`src/rtl/fir_pkg.sv`:
```
// Shared FIR types and constants for the tap chain and the output buffer.
package fir_pkg;

  localparam int DATA_WIDTH = 24;

  typedef logic signed [DATA_WIDTH-1:0] sample_t;

  localparam sample_t MIN_VALUE = {1'b1, {(DATA_WIDTH-1){1'b0}}};
  localparam sample_t MAX_VALUE = {1'b0, {(DATA_WIDTH-1){1'b1}}};

endpackage

```
`src/rtl/sync_fifo.sv`:
```
// Synchronous FIFO: push on i_wr when not full (or popping), pop on i_rd when not empty.
// Latency 1 cycle write-to-head; a rejected write is reported on o_wr_reject, never stalled.
module sync_fifo #(
  parameter int WIDTH = 8,
  parameter int DEPTH = 4,
  parameter int PTR_W = $clog2(DEPTH)
) (
  input  logic             i_clk,
  input  logic             i_rst,
  input  logic             i_wr,
  input  logic [WIDTH-1:0] iv_din,
  input  logic             i_rd,
  output logic [WIDTH-1:0] ov_dout,
  output logic             o_full,
  output logic             o_empty,
  output logic             o_wr_reject
);

  logic [WIDTH-1:0] mem [DEPTH];
  logic [PTR_W-1:0] wr_ptr;
  logic [PTR_W-1:0] rd_ptr;
  logic [PTR_W:0]   count;
  logic             push;
  logic             pop;

  assign o_empty     = (count == '0);
  assign o_full      = (count == (PTR_W+1)'(DEPTH));
  assign pop         = i_rd && !o_empty;
  // A pop frees a slot in the same cycle, so a full FIFO still accepts.
  assign push        = i_wr && (!o_full || pop);
  assign o_wr_reject = i_wr && !push;
  assign ov_dout     = o_empty ? '0 : mem[rd_ptr];

  always_ff @(posedge i_clk) begin
    if (push) mem[wr_ptr] <= iv_din;
  end

  always_ff @(posedge i_clk) begin
    if (i_rst) begin
      wr_ptr <= '0;
      rd_ptr <= '0;
      count  <= '0;
    end else begin
      if (push) wr_ptr <= wr_ptr + 1'b1;
      if (pop)  rd_ptr <= rd_ptr + 1'b1;
      case ({push, pop})
        2'b10:   count <= count + 1'b1;
        2'b01:   count <= count - 1'b1;
        default: count <= count;
      endcase
    end
  end

endmodule

```
`src/rtl/fir_out_buffer.sv`:
```
// FIR output buffer: captures the chain sum per strobe into a FIFO, latches overflow/drop flags.
// Latency 1 cycle to ov_dout; back-pressure never stalls the chain, overflow drops and pulses o_drop.
// Optional FIR_OUT_OVF_TAG_EN stores a per-sample overflow tag and exposes o_ovf_tag.
module fir_out_buffer
  import fir_pkg::*;
#(
  parameter int DATA_WIDTH = fir_pkg::DATA_WIDTH,
  parameter int DEPTH      = 4,
  parameter int PTR_W      = $clog2(DEPTH)
) (
  input  logic                         i_clk,
  input  logic                         i_rst,
  input  logic                         i_en,
  input  logic signed [DATA_WIDTH-1:0] iv_sum,
  input  logic                         i_prod_overflow,
  input  logic                         i_sum_overflow,
  output logic signed [DATA_WIDTH-1:0] ov_dout,
  output logic                         o_valid,
  input  logic                         i_ready,
  output logic                         o_full,
  output logic                         o_empty,
  output logic                         o_drop,
  output logic                         o_sticky_prod_ovf,
  output logic                         o_sticky_sum_ovf,
  output logic                         o_sticky_drop,
`ifdef FIR_OUT_OVF_TAG_EN
  output logic                         o_ovf_tag,
`endif
  input  logic                         i_clr_flags
);

`ifdef FIR_OUT_OVF_TAG_EN
  localparam int FW = DATA_WIDTH + 1;
`else
  localparam int FW = DATA_WIDTH;
`endif

  logic [FW-1:0] fifo_din;
  logic [FW-1:0] fifo_dout;
  logic          wr_reject;

`ifdef FIR_OUT_OVF_TAG_EN
  assign fifo_din  = {i_prod_overflow | i_sum_overflow, iv_sum};
  assign o_ovf_tag = fifo_dout[DATA_WIDTH];
`else
  assign fifo_din  = iv_sum;
`endif
  assign ov_dout = fifo_dout[DATA_WIDTH-1:0];
  assign o_valid = !o_empty;

  sync_fifo #(
    .WIDTH (FW),
    .DEPTH (DEPTH),
    .PTR_W (PTR_W)
  ) u_fifo (
    .i_clk       (i_clk),
    .i_rst       (i_rst),
    .i_wr        (i_en),
    .iv_din      (fifo_din),
    .i_rd        (i_ready),
    .ov_dout     (fifo_dout),
    .o_full      (o_full),
    .o_empty     (o_empty),
    .o_wr_reject (wr_reject)
  );

  // Clear first, then OR in new events so a same-cycle set wins.
  always_ff @(posedge i_clk) begin
    if (i_rst) begin
      o_drop            <= 1'b0;
      o_sticky_prod_ovf <= 1'b0;
      o_sticky_sum_ovf  <= 1'b0;
      o_sticky_drop     <= 1'b0;
    end else begin
      o_drop            <= wr_reject;
      o_sticky_prod_ovf <= (o_sticky_prod_ovf && !i_clr_flags) || (i_en && i_prod_overflow);
      o_sticky_sum_ovf  <= (o_sticky_sum_ovf && !i_clr_flags) || (i_en && i_sum_overflow);
      o_sticky_drop     <= (o_sticky_drop && !i_clr_flags) || wr_reject;
    end
  end

endmodule

```
`config.mk`:
```
export PLATFORM = sky130hd
export DESIGN_NAME = fir_out_buffer
export DESIGN_NICKNAME = d
export VERILOG_FILES = /design/src/rtl/fir_pkg.sv /design/src/rtl/sync_fifo.sv /design/src/rtl/fir_out_buffer.sv
export SDC_FILE = /design/constraint.sdc
export NUM_CORES = 1
export LEC_CHECK = 0
export ABC_AREA = 1
export CAP_MARGIN = 20
export CELL_PAD_IN_SITES_DETAIL_PLACEMENT = 2
export CELL_PAD_IN_SITES_GLOBAL_PLACEMENT = 2
export CORE_AREA = 2 2 104 106
export DETAILED_ROUTE_END_ITERATION = 10
export DIE_AREA = 0 0 106 108
export DONT_BUFFER_PORTS = 1
export PLACE_DENSITY_LB_ADDON = 0.1
export SYNTH_ARGS = -nofsm -noshare
export SYNTH_HDL_FRONTEND = slang
export SYNTH_HIERARCHICAL = 1
export SYNTH_SLANG_ARGS = --single-unit
```
`constraint.sdc`:
```
create_clock -name i_clk -period 4 [get_ports i_clk]
set_input_delay 0.2 -clock i_clk [delete_from_list [all_inputs] [get_ports i_clk]]
set_output_delay 0.2 -clock i_clk [all_outputs]
set_load 0.1 [all_outputs]
```
### Word-level counts from Yosys, hierarchy flattened

Memory sizes are Yosys's and may differ from the RTL's. A register that Yosys moved wholly into a read port is not among the register bits.
Cells that the tools add are included.
W data, S select, Z words.

* eq/ne operators: 3
* multiplexer cells: 6
* reductions and logical operators: 18
* $add $sub $neg: 4

Operators with widths (count)
* $mux W24: 1
* $logic_and A1 B1 Y1: 8
* $pmux W3 S2: 1
* $add A2 B1 Y2 const B: 2
* $logic_not A1 Y1: 4
* $logic_or A1 B1 Y1: 4
* $mux W2: 2
* $add A3 B1 Y3 const B: 1
* $eq A3 B3 Y1 const B: 1
* $logic_not A3 Y1: 1
* $sub A3 B1 Y3 const B: 1
* $eq A2 B1 Y1 const B: 1
* $eq A2 B2 Y1 const B: 1
* $mux W1: 2
* $reduce_bool A2 Y1: 1

* memories kept: 1
* bits in writable memories: 96
* register bits: 11
* bits of input ports: 31
* logic and storage cells: 39

Memories
* u_fifo.mem: depth 4, width 24, read ports 1, clocked after Yosys merged registers in 1, write ports 1, line sync_fifo.sv:19 `logic [WIDTH-1:0] mem [DEPTH];`

### Depth between registers and ports, before layout

* depth in word-level cells: 8
* gate-level depth with buffers: 11
* gate-level depth less buffers: 11

### By module

Netlist, hierarchy kept.

Modules (own cells, without submodules)
* sync_fifo: instances 1, cells an instance 351, area each 4200.3 um^2
* fir_out_buffer: instances 1, cells an instance 17, area each 133.9 um^2

### Worst setup path before layout

Ideal clock, no wire load.

* path type: flip-flop to output port
* from: register u_fifo.count[2]
* to: output port ov_dout[14]
* cell stages (with the launch flop): 6
* setup slack: 1.374 ns
* data required time: 3.800 ns
* arrival time: 2.426 ns
* buffers on the path: 1
* cell sequence: dfxtp_1 -> inv_1 -> nand2_1 -> inv_2 -> buf_2 -> a21oi_1

* word-level cells in the longest chain between the ends: 2

RTL lines
* start: declaration: line sync_fifo.sv:22 `logic [PTR_W:0] count;`
* start signal: assignment: line sync_fifo.sv:47 `2'b10: count <= count + 1'b1;`
* start signal: assignment: line sync_fifo.sv:48 `2'b01: count <= count - 1'b1;`
* start signal: assignment: line sync_fifo.sv:49 `default: count <= count;`
* $logic_not A3 Y1: line sync_fifo.sv:26 `assign o_empty = (count == '0);`
* net o_empty: line fir_out_buffer.sv:21 `output logic o_empty,`
* $mux W24: line sync_fifo.sv:32 `assign ov_dout = o_empty ? '0 : mem[rd_ptr];`
* end: declaration: line fir_out_buffer.sv:17 `output logic signed [DATA_WIDTH-1:0] ov_dout,`

The timed path passes the listed nets, and every way through them passes these cells.

==> impl_metrics.py <==
metrics = {
    "timing": {
        "hold_violations": 0,
        "max_slew_margin_pct": 33.4,
        "rsz0062_at_grt": "false",
        "setup_violations": 0,
        "setup_tns_ns": 0,
        "fin_skew_ns": 0.0140,
        "worst_pin_slew_ns": 1.00,
        "min_period_ns": 3.02,
        "max_freq_mhz": 331,
        "post-route-period-util_pct": 75.6,
        "post-route-worst-setup-slack_ns": 0.975,
        "slew_viol_final": 0,
    },
    "routing": {
        "drt_first_pass_iters": 4,
        "dr_total_vias": 2915,
        "wire_per_inst_um": 20.7,
        "drtIter0Drc": 143,
        "drcViolationCount": 0,
        "vias_per_cell": 5.21,
        "routed_wl_mm": 11.5,
        "antenna_left": 0,
    },
    "clock_network": {
        "cts-root-buf": "clkbuf_8",
        "clk_pin_slew_worst_paths_ns": 0.11,
        "cts_inserted_buffers": 9,
        "post_cts_resized": 0,
        "cts_tree": "done",
        "htree_levels": 3,
        "clk_latency_ns": 0.37,
        "cts.sinks": 109,
        "cts_buffer_depth": 2,
    },
    "logic_synthesis": {
        "synthFlopType": "edfxtp_1",
        "synthTopCellsByCount": "105 x nor2_1, 96 x edfxtp_1, 31 x a21oi_1, 31 x o21ai_0, 20 x o21ai_1",
        "synth_edf_count": 96,
        "synth_area_leaders": "edfxtp_1 67%, nor2_1 9.1%, dfxtp_1 6.0%",
        "synth.most_common_cell": "nor2_1",
        "yosys.area.top_type": "edfxtp_1",
        "netlist_instances": 368,
        "synth_cell_types": 22,
        "async_reset_ff_share_pct": 0,
        "synth.top_cell.area_share_pct": 66.5,
        "synth_nets": 404,
        "postSynthAreaPerCell_um2": 11.8,
        "synth_seq_cells": 109,
        "ys_warn_count": 6,
        "syn_area_um2": 4330,
        "seq_area_frac_synth_pct": 72.5,
    },
    "placement": {
        "dp_hpwl_mm": 7.14,
        "dpl_cell_area_um2": 4720,
        "port_buffers": 0,
        "dp_cells": 513,
        "dpl_worst_slack_ns": 1.32,
        "gp_congestion": 0.734,
    },
    "critical_path": {
        "start_kind": "register",
        "endpoint_kind": "output pin",
        "critical_path_class": "register to output pin",
        "cp_data_arrival_time_ns": 2.82,
        "required_ns": 3.80,
        "crit_fanout": 49,
    },
    "finish": {
        "fin_nets": 454,
        "nFillCells": 1024,
        "drive_gt1_share_pct": 18.2,
        "syn2layout_area_growth_pct": 20.1,
        "final_cell_count_no_fill": 559,
        "postLayoutCellArea_um2": 5200,
        "multiInputGateArea_um2": 1130,
        "regArea_um2": 3140,
        "diodes": 0,
    },
    "floorplanning": {
        "start_util_pct": 42.4,
        "fp.dieH_um": 108,
        "die_area_um2": 11400,
        "die_w_um": 106,
        "rows": 37,
        "core_area_um2": 10200,
        "num_io_pins": 62,
    },
    "power": {
        "ir_drop_mv": 0.343,
        "cellLeakagePower_nw": 1.85,
        "p_total_mw": 3.44,
        "p_per_area_nw_per_um2": 661,
    },
    "global_route": {
        "grt_pass1_vias": 3291,
        "track_usage_pct": 21.4,
        "grt_overflow": 0,
        "antenna_found_initial": 0,
        "grt_pass1_wl_mm": 18.2,
        "grt_max_degree": 50,
    },
    "status": {
        "status": "completed",
    },
    "flow_run": {
        "drv_cap": 0,
    },
    "min_path": {
        "hold_path_class": "input port to register",
    },
}
## flip-flops by register name, summed over array words and instances (netlist names), named ones only
register,flops
o_sticky_drop,1
u_fifo/count,3
u_fifo/wr_ptr,2
o_sticky_sum_ovf,1
u_fifo/mem,96
o_sticky_prod_ovf,1
o_drop,1
u_fifo/rd_ptr,2
## power by group
| group | switching (mW) | internal, mW | leakage [nW] |
|---|---|---|---|
| Clock | 0.399 | 0.240 | 0.0898 |
| Sequential | 0.0715 | 1.31 | 0.988 |
| Combinational | 1.15 | 0.268 | 0.770 |
| Total | 1.62 | 1.82 | 1.85 |
## cells in the final DEF (no fill, tap or decap)
cell type / instances
dfxtp_2: 1
edfxtp_1: 96
xor2_1: 1
inv_1: 18
inv_2: 3
nor2_2: 1
o21ai_0: 31
ha_1: 4
nand2_1: 15
a21oi_1: 7
nand4_1: 2
clkinv_4: 1
dlygate4sd3_1: 30
a21oi_2: 24
fa_1: 1
nor2_4: 4
clkbuf_8: 9
buf_4: 26
nor2_1: 101
dfxtp_1: 12
nand2_2: 3
nand3_1: 6
a21boi_0: 1
clkinvlp_4: 1
o21ai_1: 20
inv_6: 3
clkbuf_1: 1
inv_8: 1
## routing by layer
layer	track usage, %	part of all wire (%)	vias up
met5	0	0	-
met4	6.20	0.74	0
met3	3.86	2.8	8
met2	39.2	54	53
met1	26.0	43	1483
li1	-	-	1371
## stage by stage
stage | hold slack, ns | util [%]
floorplan | 0.278 | -
global placement | 0.284 | 46.2
detailed placement | 0.289 | 46.2
CTS | 0.0278 | 50.9
global route | 0.0447 | 50.9
finish | 0.0420 | 50.9
## worst max-delay path, cell delays in order, from the launching register on
cell	delay, ns
dfxtp_2	1.00
inv_2	0.61
o21ai_0	0.45
a21oi_2	0.10
buf_4	0.27
## final timing paths
path | start | endpoint | slack (ns) | cells past startpoint
setup / recovery | register | ov_dout[17] | 0.98 | 4
hold / removal | i_rst | o_drop | 0.04 | 3
setup reg to reg | u_fifo/count[1] | u_fifo/mem[1][23] | 1.47 | 6
hold reg to reg | u_fifo/rd_ptr[1] | register | 0.51 | 2
## cell families (layout without fill, tap and decap cells)
logic type | count (synthesis) | in the layout | share of synthesized area (%)
AND/OR/NAND/NOR | 132 | 132 | 12.0
adder cells (fa/ha/maj) | 5 | 5 | 1.62
XOR/XNOR | 1 | 1 | 0.202
buffers and inverters | 38 | 93 | 4.07
AO/OA/AOI/OAI | 83 | 83 | 9.64
flip-flops | 109 | 109 | 72.5
## cell type report
cell class	instances	area share, %
inverters	21	1.51
flip-flops and latches	109	60.4
clock buffers	10	2.45
repair buffers	56	9.52
well taps	136	3.27
clock inverters	6	1.03
multi-input cells	221	21.8
## timing repair
| item | in CTS | in global routing |
|---|---|---|
| hold buffers | 30 | 0 |
| setup buffers | 0 | 0 |
| endpoints found under the hold margin | 101 | 0 |
(Power assumes the default switching activity.)
